--- src/rtl/alu_shift_seq.sv ---
// alu_shift_seq: iterative 16-bit shift/rotate unit with a start/busy/done handshake.
// Supports SLL, SRL, SRA and ROR, and reports z/v/n like the ALU shift ops.
// By default it shifts one bit per clock.
// Optional macro SHIFT_FAST_EN: while the remaining count is >= 4, shift by 4 per clock.
// Results are identical with or without the macro; only the latency changes.
module alu_shift_seq #(
    parameter int WIDTH = 16,
    parameter int CNT_W = 5
) (
    input  logic             clk,
    input  logic             rst_n,
    input  logic             start,
    input  logic [1:0]       shift_op,
    input  logic [WIDTH-1:0] alu_a,
    input  logic [WIDTH-1:0] alu_b,
    output logic             busy,
    output logic             done,
    output logic [WIDTH-1:0] alu_out,
    output logic             z,
    output logic             v,
    output logic             n
);

    typedef enum logic [1:0] {
        IDLE  = 2'd0,
        SHIFT = 2'd1,
        DONE  = 2'd2
    } state_t;

    localparam logic [1:0] OP_SLL = 2'b00;
    localparam logic [1:0] OP_SRL = 2'b01;
    localparam logic [1:0] OP_SRA = 2'b10;
    localparam logic [1:0] OP_ROR = 2'b11;

    state_t             state_q, state_d;
    logic [1:0]         op_q, op_d;
    logic [WIDTH-1:0]   work_q, work_d;
    logic [CNT_W-1:0]   cnt_q, cnt_d;
    logic [WIDTH-1:0]   alu_out_q, alu_out_d;
    logic               z_q, z_d;
    logic [CNT_W-1:0]   amt;

    // Single-bit step. The fill bit depends on the operation:
    // SRA replicates the sign bit, and ROR wraps bit 0 around to the top.
    function automatic logic [WIDTH-1:0] shift_one(input logic [WIDTH-1:0] w,
                                                   input logic [1:0]       op);
        logic [WIDTH-1:0] r;
        case (op)
            OP_SLL:  r = {w[WIDTH-2:0], 1'b0};
            OP_SRL:  r = {1'b0, w[WIDTH-1:1]};
            OP_SRA:  r = {w[WIDTH-1], w[WIDTH-1:1]};
            default: r = {w[0], w[WIDTH-1:1]};
        endcase
        return r;
    endfunction

    // Effective shift amount. Linear shifts saturate at 16 when any upper bit
    // of alu_b is set. Rotates only use the low four bits, since rotating by
    // 16 is the same as rotating by 0.
    always_comb begin
        amt = CNT_W'(alu_b[3:0]);
        if (shift_op != OP_ROR && alu_b[WIDTH-1:4] != '0) begin
            amt = CNT_W'(WIDTH);
        end
    end

    // State and datapath registers. Reset is synchronous and overrides an
    // in-flight request, so no done pulse follows a reset.
    always_ff @(posedge clk) begin
        if (!rst_n) begin
            state_q   <= IDLE;
            op_q      <= 2'b00;
            work_q    <= '0;
            cnt_q     <= '0;
            alu_out_q <= '0;
            z_q       <= 1'b0;
        end else begin
            state_q   <= state_d;
            op_q      <= op_d;
            work_q    <= work_d;
            cnt_q     <= cnt_d;
            alu_out_q <= alu_out_d;
            z_q       <= z_d;
        end
    end

    // Next-state logic. The result and zero flag are captured on the same edge
    // that enters DONE, so they stay stable for the whole busy period.
    always_comb begin
        state_d   = state_q;
        op_d      = op_q;
        work_d    = work_q;
        cnt_d     = cnt_q;
        alu_out_d = alu_out_q;
        z_d       = z_q;
        case (state_q)
            IDLE: begin
                if (start) begin
                    op_d   = shift_op;
                    work_d = alu_a;
                    cnt_d  = amt;
                    if (amt == '0) begin
                        state_d   = DONE;
                        alu_out_d = alu_a;
                        z_d       = (alu_a == '0);
                    end else begin
                        state_d = SHIFT;
                    end
                end
            end
            SHIFT: begin
`ifdef SHIFT_FAST_EN
                if (cnt_q >= CNT_W'(4)) begin
                    work_d = shift_one(shift_one(shift_one(shift_one(work_q, op_q), op_q), op_q), op_q);
                    cnt_d  = cnt_q - CNT_W'(4);
                end else begin
                    work_d = shift_one(work_q, op_q);
                    cnt_d  = cnt_q - CNT_W'(1);
                end
`else
                work_d = shift_one(work_q, op_q);
                cnt_d  = cnt_q - CNT_W'(1);
`endif
                if (cnt_d == '0) begin
                    state_d   = DONE;
                    alu_out_d = work_d;
                    z_d       = (work_d == '0);
                end
            end
            DONE: begin
                state_d = IDLE;
            end
            default: begin
                state_d = IDLE;
            end
        endcase
    end

    // Handshake outputs are decoded from the state. Shifts never overflow and
    // never report a sign, so v and n are constant zero.
    always_comb begin
        busy = (state_q != IDLE);
        done = (state_q == DONE);
    end

    assign alu_out = alu_out_q;
    assign z       = z_q;
    assign v       = 1'b0;
    assign n       = 1'b0;

endmodule

--- config.mk ---
export PLATFORM = sky130hd
export DESIGN_NAME = alu_shift_seq
export DESIGN_NICKNAME = d
export VERILOG_FILES = /design/src/rtl/alu_shift_seq.sv
export SDC_FILE = /design/constraint.sdc
export NUM_CORES = 1
export LEC_CHECK = 0
export ABC_AREA = 1
export CAP_MARGIN = 20
export CELL_PAD_IN_SITES_DETAIL_PLACEMENT = 1
export CELL_PAD_IN_SITES_GLOBAL_PLACEMENT = 1
export CORE_ASPECT_RATIO = 2
export CORE_UTILIZATION = 30
export CTS_BUF_LIST = sky130_fd_sc_hd__clkbuf_8
export DETAILED_ROUTE_END_ITERATION = 10
export GPL_ROUTABILITY_DRIVEN = 0
export PLACE_DENSITY_LB_ADDON = 0.25
export SKIP_CTS_REPAIR_TIMING = 1
export SYNTH_ARGS = -nofsm -noshare
export SYNTH_HDL_FRONTEND = slang
export SYNTH_SLANG_ARGS = --single-unit
--- constraint.sdc ---
create_clock -name clk -period 1.73 [get_ports clk]
set_input_delay 0.2595 -clock clk [delete_from_list [all_inputs] [get_ports clk]]
set_output_delay 0.2595 -clock clk [all_outputs]
set_load 0.05 [all_outputs]
==> After elaboration in Yosys (flattened, before gate mapping) <==
Index checks and enable logic that the tools add are counted.
{ "classes": {"add_sub_neg": 1, "mul": 0, "n_div": 0, "n_lt_le_gt_ge": 0, "n_eq_ne": 8, "n_shift": 0, "muxes": 19, "bitwise": 0, "reduce_logical": 14} }
{ "ops": {"columns": ["cell", "count"], "rows": [
  ["$mux 16", 5],
  ["$pmux 16 s2", 2],
  ["$pmux 16 s3", 1],
  ["$logic_not 16->1", 2],
  ["$reduce_bool 12->1", 1],
  ["$logic_not 5->1", 2],
  ["$mux 5", 2],
  ["$pmux 5 s2", 1],
  ["$ne 2x2->1 const B", 4],
  ["$mux 2", 3],
  ["$reduce_and 2->1", 3],
  ["$sub 5x1->5 const B", 1],
  ["$eq 2x1->1 const B", 2],
  ["$eq 2x2->1 const B", 2],
  ["$logic_not 2->1", 2],
  ["$pmux 2 s2", 1],
  ["$reduce_and 4->1", 1],
  ["$reduce_bool 2->1", 2],
  ["$mux 1", 3],
  ["$pmux 1 s2", 1],
  ["$logic_and 1x1->1", 1]
]} }
{ "totals": {"register_bits": 42, "latchBits": 0, "mem_bits_rw": 0, "rom_bits": 0, "inputBits": 37, "out_inout_bits": 21, "wordCells": 48, "mem_count": 0} }

==> Depth between registers and ports, before layout <==
{ "logic_depth": {"word_depth": 7, "ltp_mapped": 13, "mapped_depth_nobuf": 12} }

==> Worst setup path before layout <==
No wires, ideal clock.
{ "synth_path": {"path_type": "register to register", "from": "register cnt_q[0]", "to": "register alu_out_q[10] (netlist: alu_out[10])", "setup_ns": 0.114, "arrival_ns": 1.468, "required_ns": 1.616, "path_slack_ns": 0.148, "stages_incl_launch_ff": 13, "n_path_buf": 1, "period_less_slack_ns": 1.582, "path_cell_list": "dfxtp_1 > inv_1 > ha_1 > xor2_1 > nor2_1 > nand3_1 > nand2_2 > nand2_1 > inv_2 > buf_6 > nand3_1 > nand2_1 > nor2_1"} }
{ "synth_between": {"elab_chain_len": 4} }
{ "synth_rtl": {"columns": ["element", "line_no", "rtl"], "rows": [
  ["from (decl)", "38", "logic [CNT_W-1:0] cnt_q, cnt_d;"],
  ["from (signal assigned)", "81", "cnt_q <= cnt_d;"],
  ["$sub 5x1->5", "122", "cnt_d = cnt_q - CNT_W'(1);"],
  ["$logic_not 5->1", "124", "if (cnt_d == '0) begin"],
  ["$ne 2x2->1 (no source line)", null, null],
  ["$reduce_and 4->1 (no source line)", null, null],
  ["to (signal assigned)", "82", "alu_out_q <= alu_out_d;"],
  ["to (decl)", "39", "logic [WIDTH-1:0] alu_out_q, alu_out_d;"]
]} }
Every way passes these cells.
A chain may end at the register's enable or synchronous reset.

==> Worst setup path after layout <==
{ "layout_path": {"from": "register state_q[0]", "to": "output busy"} }
{ "layout_between": {"elab_chain_len": 1} }
{ "layout_rtl": {"columns": ["element", "line_no", "rtl"], "rows": [
  ["from (decl)", "35", "state_t state_q, state_d;"],
  ["from (signal assigned)", "78", "state_q <= state_d;"],
  ["$reduce_bool 2->1", "142", "busy = (state_q != IDLE);"],
  ["to (decl)", "16", "output logic busy,"]
]} }
Every way passes these cells.

==> impl_metrics.prom <==
# TYPE chip_impl_metric gauge
chip_impl_info{name="status",value="completed"} 1
chip_impl_metric{name="vias",unit=""} 2516
chip_impl_metric{name="dieArea",unit="mm^2"} 0.008259
chip_impl_info{name="cell_chosen_for_the_clock_root",value="sky130_fd_sc_hd__clkbuf_8"} 1
chip_impl_info{name="post_synth_main_area_contributors",value="sky130_fd_sc_hd__dfxtp_1 36%, sky130_fd_sc_hd__nand2_1 14%, sky130_fd_sc_hd__nor2_1 9.5%"} 1
chip_impl_metric{name="post-route-drc-count",unit=""} 0
chip_impl_metric{name="ys_ff_latch",unit=""} 42
chip_impl_info{name="dominantRegCellSynth",value="sky130_fd_sc_hd__dfxtp_1"} 1
chip_impl_metric{name="layout-drive-gt1-share",unit="%"} 17.10
chip_impl_metric{name="synthesized_instance_count",unit=""} 361
chip_impl_metric{name="synth.avg_cell_area",unit="um^2"} 6.547
chip_impl_metric{name="std_cell_rows",unit=""} 45
chip_impl_metric{name="fp.coreArea",unit="mm^2"} 0.007601
chip_impl_metric{name="max_freq",unit="GHz"} 0.6073
chip_impl_metric{name="finalHoldViolCount",unit=""} 0
chip_impl_info{name="rsz0062_at_grt",value="no"} 1
chip_impl_metric{name="final_core_utilization",unit="%"} 42.63
chip_impl_metric{name="post_drt_via_cell_ratio",unit=""} 4.829
chip_impl_metric{name="ys_warn_count",unit=""} 0
chip_impl_metric{name="fin_skew",unit="ns"} 0.007530
chip_impl_metric{name="synth_seq_area_share",unit="%"} 35.57
chip_impl_metric{name="global_route.usage.total",unit="%"} 18.24
chip_impl_metric{name="slew_viol_final",unit=""} 0
chip_impl_metric{name="chipHeight",unit="um"} 127.5
chip_impl_info{name="synth.most_common_cell",value="sky130_fd_sc_hd__nand2_1"} 1
chip_impl_metric{name="die_w",unit="um"} 64.77
chip_impl_metric{name="reg2regPathDepth",unit=""} 10
chip_impl_metric{name="timing_worst_slew_pin_value",unit="ns"} 0.4980
chip_impl_info{name="cp_cell_sequence",value="buf_4 > nor2_1 > inv_1 > buf_12"} 1
chip_impl_metric{name="postRouteAntennaNets",unit=""} 0
chip_impl_metric{name="grt_start_max_net_pins",unit=""} 41
chip_impl_metric{name="reg2reg_setup_slack",unit="ns"} 0.12
chip_impl_metric{name="design.portCount",unit=""} 58
chip_impl_metric{name="cts_buffer_depth",unit=""} 2
chip_impl_info{name="worstReg2RegEnd",value="state_q[1]"} 1
chip_impl_info{name="tritoncts_clock_tree",value="done"} 1
chip_impl_metric{name="drtPass1Iterations",unit=""} 4
chip_impl_metric{name="period_minus_slack",unit="ns"} 1.647
chip_impl_metric{name="power.switching_fraction",unit="%"} 39.70
chip_impl_metric{name="grt_pass1_vias",unit=""} 2590
chip_impl_info{name="cp-end-kind",value="output pin"} 1
chip_impl_metric{name="power.net_switching",unit="mW"} 1.232
chip_impl_info{name="critPathTopFamily",value="buffers and inverters"} 1
chip_impl_metric{name="mappedNetlistArea",unit="mm^2"} 0.002364
chip_impl_info{name="synth_top_area_cell",value="sky130_fd_sc_hd__dfxtp_1"} 1
chip_impl_info{name="critPathKind",value="reg -> out"} 1
chip_impl_metric{name="intPower",unit="mW"} 1.871
chip_impl_metric{name="numCtsBuffers",unit=""} 5
chip_impl_metric{name="drt-initial-drc-count",unit=""} 50
chip_impl_metric{name="power.static_leakage",unit="nW"} 1.544
chip_impl_info{name="crit_path_start",value="state_q[0]"} 1
chip_impl_metric{name="timing.hold.ws",unit="ns"} 0.4787
chip_impl_metric{name="area_growth",unit="%"} 37.11
chip_impl_info{name="min-delay-path-class",value="reg -> reg"} 1
chip_impl_metric{name="synthDominantCellAreaShare",unit="%"} 35.57
chip_impl_metric{name="ys_types",unit=""} 33
chip_impl_metric{name="power.combinational.fraction",unit="%"} 42.0
chip_impl_metric{name="wl_per_cell",unit="um"} 13.78
chip_impl_metric{name="cts.sinks",unit=""} 42
chip_impl_info{name="regToRegStartpoint",value="cnt_q[0]"} 1
chip_impl_metric{name="highest_ir_drop_seen_on_vdd",unit="mV"} 0.4209
chip_impl_metric{name="async_reset_ff_share",unit="%"} 0
chip_impl_metric{name="gr-total-overflow",unit=""} 0
chip_impl_metric{name="initial_utilization",unit="%"} 31.09
chip_impl_metric{name="htree_num_levels",unit=""} 2
chip_impl_info{name="critPathCapture",value="busy"} 1
chip_impl_metric{name="timing.max_slew.rel_slack",unit="%"} 66.74
chip_impl_metric{name="finalSetupViolCount",unit=""} 0
chip_impl_metric{name="synth_enable_flop_cells",unit=""} 0
chip_impl_metric{name="routed_wl",unit="um"} 7178
chip_impl_metric{name="max_stage_delay",unit="ns"} 0.33
chip_impl_metric{name="global_route_wire_length_before_repair",unit="um"} 11560
chip_impl_metric{name="clk_lat_worst_skew",unit="ns"} 0.30
chip_impl_metric{name="drv.max_cap_violation_count",unit=""} 0
chip_impl_metric{name="worst_ep_arrival_time",unit="ns"} 1.39
chip_impl_info{name="critPathLaunchType",value="register"} 1
chip_impl_metric{name="power.sequential.fraction",unit="%"} 38.4
chip_impl_metric{name="dp_hpwl",unit="um"} 5587
chip_impl_metric{name="layout_worst_path_cycle_share",unit="%"} 95.18
chip_impl_metric{name="power_per_cell_area",unit="mW/mm^2"} 957.8
chip_impl_metric{name="number_of_antenna_violations_at_the_first_check_in_global_routing",unit=""} 0
chip_impl_metric{name="power",unit="mW"} 3.104
chip_impl_metric{name="worst_setup_hold_path_clk_slew",unit="ns"} 0.08
chip_impl_metric{name="timing.critical_path.buf_inv",unit=""} 3
chip_impl_info{name="synth.cells.most_frequent",value="87 x sky130_fd_sc_hd__nand2_1, 60 x sky130_fd_sc_hd__nor2_1, 42 x sky130_fd_sc_hd__dfxtp_1"} 1
chip_impl_metric{name="clock_power_share",unit="%"} 19.5
chip_impl_metric{name="antennaDiodeCount",unit=""} 0
chip_impl_metric{name="port_buf_inserts",unit=""} 55
chip_impl_metric{name="finish.net_count",unit=""} 466
chip_impl_info{name="crit_path_top_delay_cell",value="sky130_fd_sc_hd__dfxtp_1"} 1
chip_impl_metric{name="cp_max_fo",unit=""} 4
chip_impl_metric{name="critical_path_depth",unit=""} 4
chip_impl_metric{name="timing.critical_path.required",unit="ns"} 1.47
-- worst min path at each step --
stage                      from           to  cells past startpoint
global route        alu_out[11]  alu_out[11]                      2
finish               alu_out[7]   alu_out[7]                      2
floorplan              alu_b[0]     cnt_q[0]                      2
CTS                  alu_out[7]   alu_out[7]                      2
detailed placement   alu_out[7]   alu_out[7]                      2
global placement     alu_out[0]   alu_out[0]                      2
-- flip-flops by register name, summed over array words and instances, names as in the netlist --
name / count
alu_out: 16
z: 1
cnt_q: 5
work_q: 16
state_q: 2
op_q: 2
-- worst reg2reg max path: cells and delay by family, from the launching register on --
family	cells	cell delay, ns
simple gates	5	0.49
buf+inv	3	0.36
flops	1	0.35
fa+ha+maj	1	0.18
xor+xnor	1	0.16
-- through the flow --
| step | cells | setup WS [ns] | cell area [um^2] | setup TNS (ns) |
|---|---|---|---|---|
| global route | 521 | 0.006064 | 3241 | 0 |
| detailed placement | 513 | -0.03544 | 3089 | -0.3071 |
| finish | 521 | 0.08343 | 3241 | 0 |
| CTS | 520 | -0.03350 | 3168 | -0.3116 |
| floorplan | 362 | 0.1482 | 2367 | 0 |
| global placement | 513 | -0.01814 | 3089 | -0.1255 |
-- placed cells by master, fill, tap and decap left out, types with 6 or more instances in the layout --
cell type,instances
sky130_fd_sc_hd__nand3_1,34
sky130_fd_sc_hd__o21ai_0,17
sky130_fd_sc_hd__clkdlybuf4s50_1,36
sky130_fd_sc_hd__a21oi_1,8
sky130_fd_sc_hd__nor2_2,6
sky130_fd_sc_hd__nand2_1,85
sky130_fd_sc_hd__nor2_1,55
sky130_fd_sc_hd__inv_1,34
sky130_fd_sc_hd__dfxtp_1,41
sky130_fd_sc_hd__inv_2,7
sky130_fd_sc_hd__buf_4,31
sky130_fd_sc_hd__o211ai_1,16
sky130_fd_sc_hd__o21ai_1,8
-- cells by family after synthesis --
logic type,after synthesis,synth area share [%]
flip-flops,42,35.57
AO/OA/AOI/OAI,52,13.02
multiplexers,3,1.271
other,1,0.1587
AND/OR/NAND/NOR,199,36.58
adder cells (fa/ha/maj),2,1.059
XOR/XNOR,1,0.3706
buffers and inverters,61,11.96
-- power groups by stage --
| stage | combinational [mW] | sequential (mW) | clock, mW |
|---|---|---|---|
| floorplan | 0.674 | 1.35 | 0 |
| global placement | 1.24 | 1.21 | 0 |
| detailed placement | 1.26 | 1.21 | 0 |
| CTS | 1.26 | 1.19 | 0.629 |
| global route | 1.44 | 1.21 | 0.655 |
| finish | 1.30 | 1.19 | 0.607 |
-- area by class of cell --
type	instances	area [um^2]
Fill cell	1006	4360
Multi-Input combinational cell	259	1286
Sequential cell	42	842.1
Timing Repair Buffer	75	730.7
Inverter	43	176.4
Tap cell	94	117.6
Clock buffer	5	68.82
Clock inverter	2	10.01
Timing Repair inverter	1	8.758
-- layer usage --
layer	track usage (%)	up-vias	wire, um
met5	0	-	0
met2	35.23	66	4003
met4	9.412	0	257
li1	-	1291	-
met1	17.77	1138	2704
met3	2.768	21	213
No activity file was read; power rests on OpenSTA's default activity.
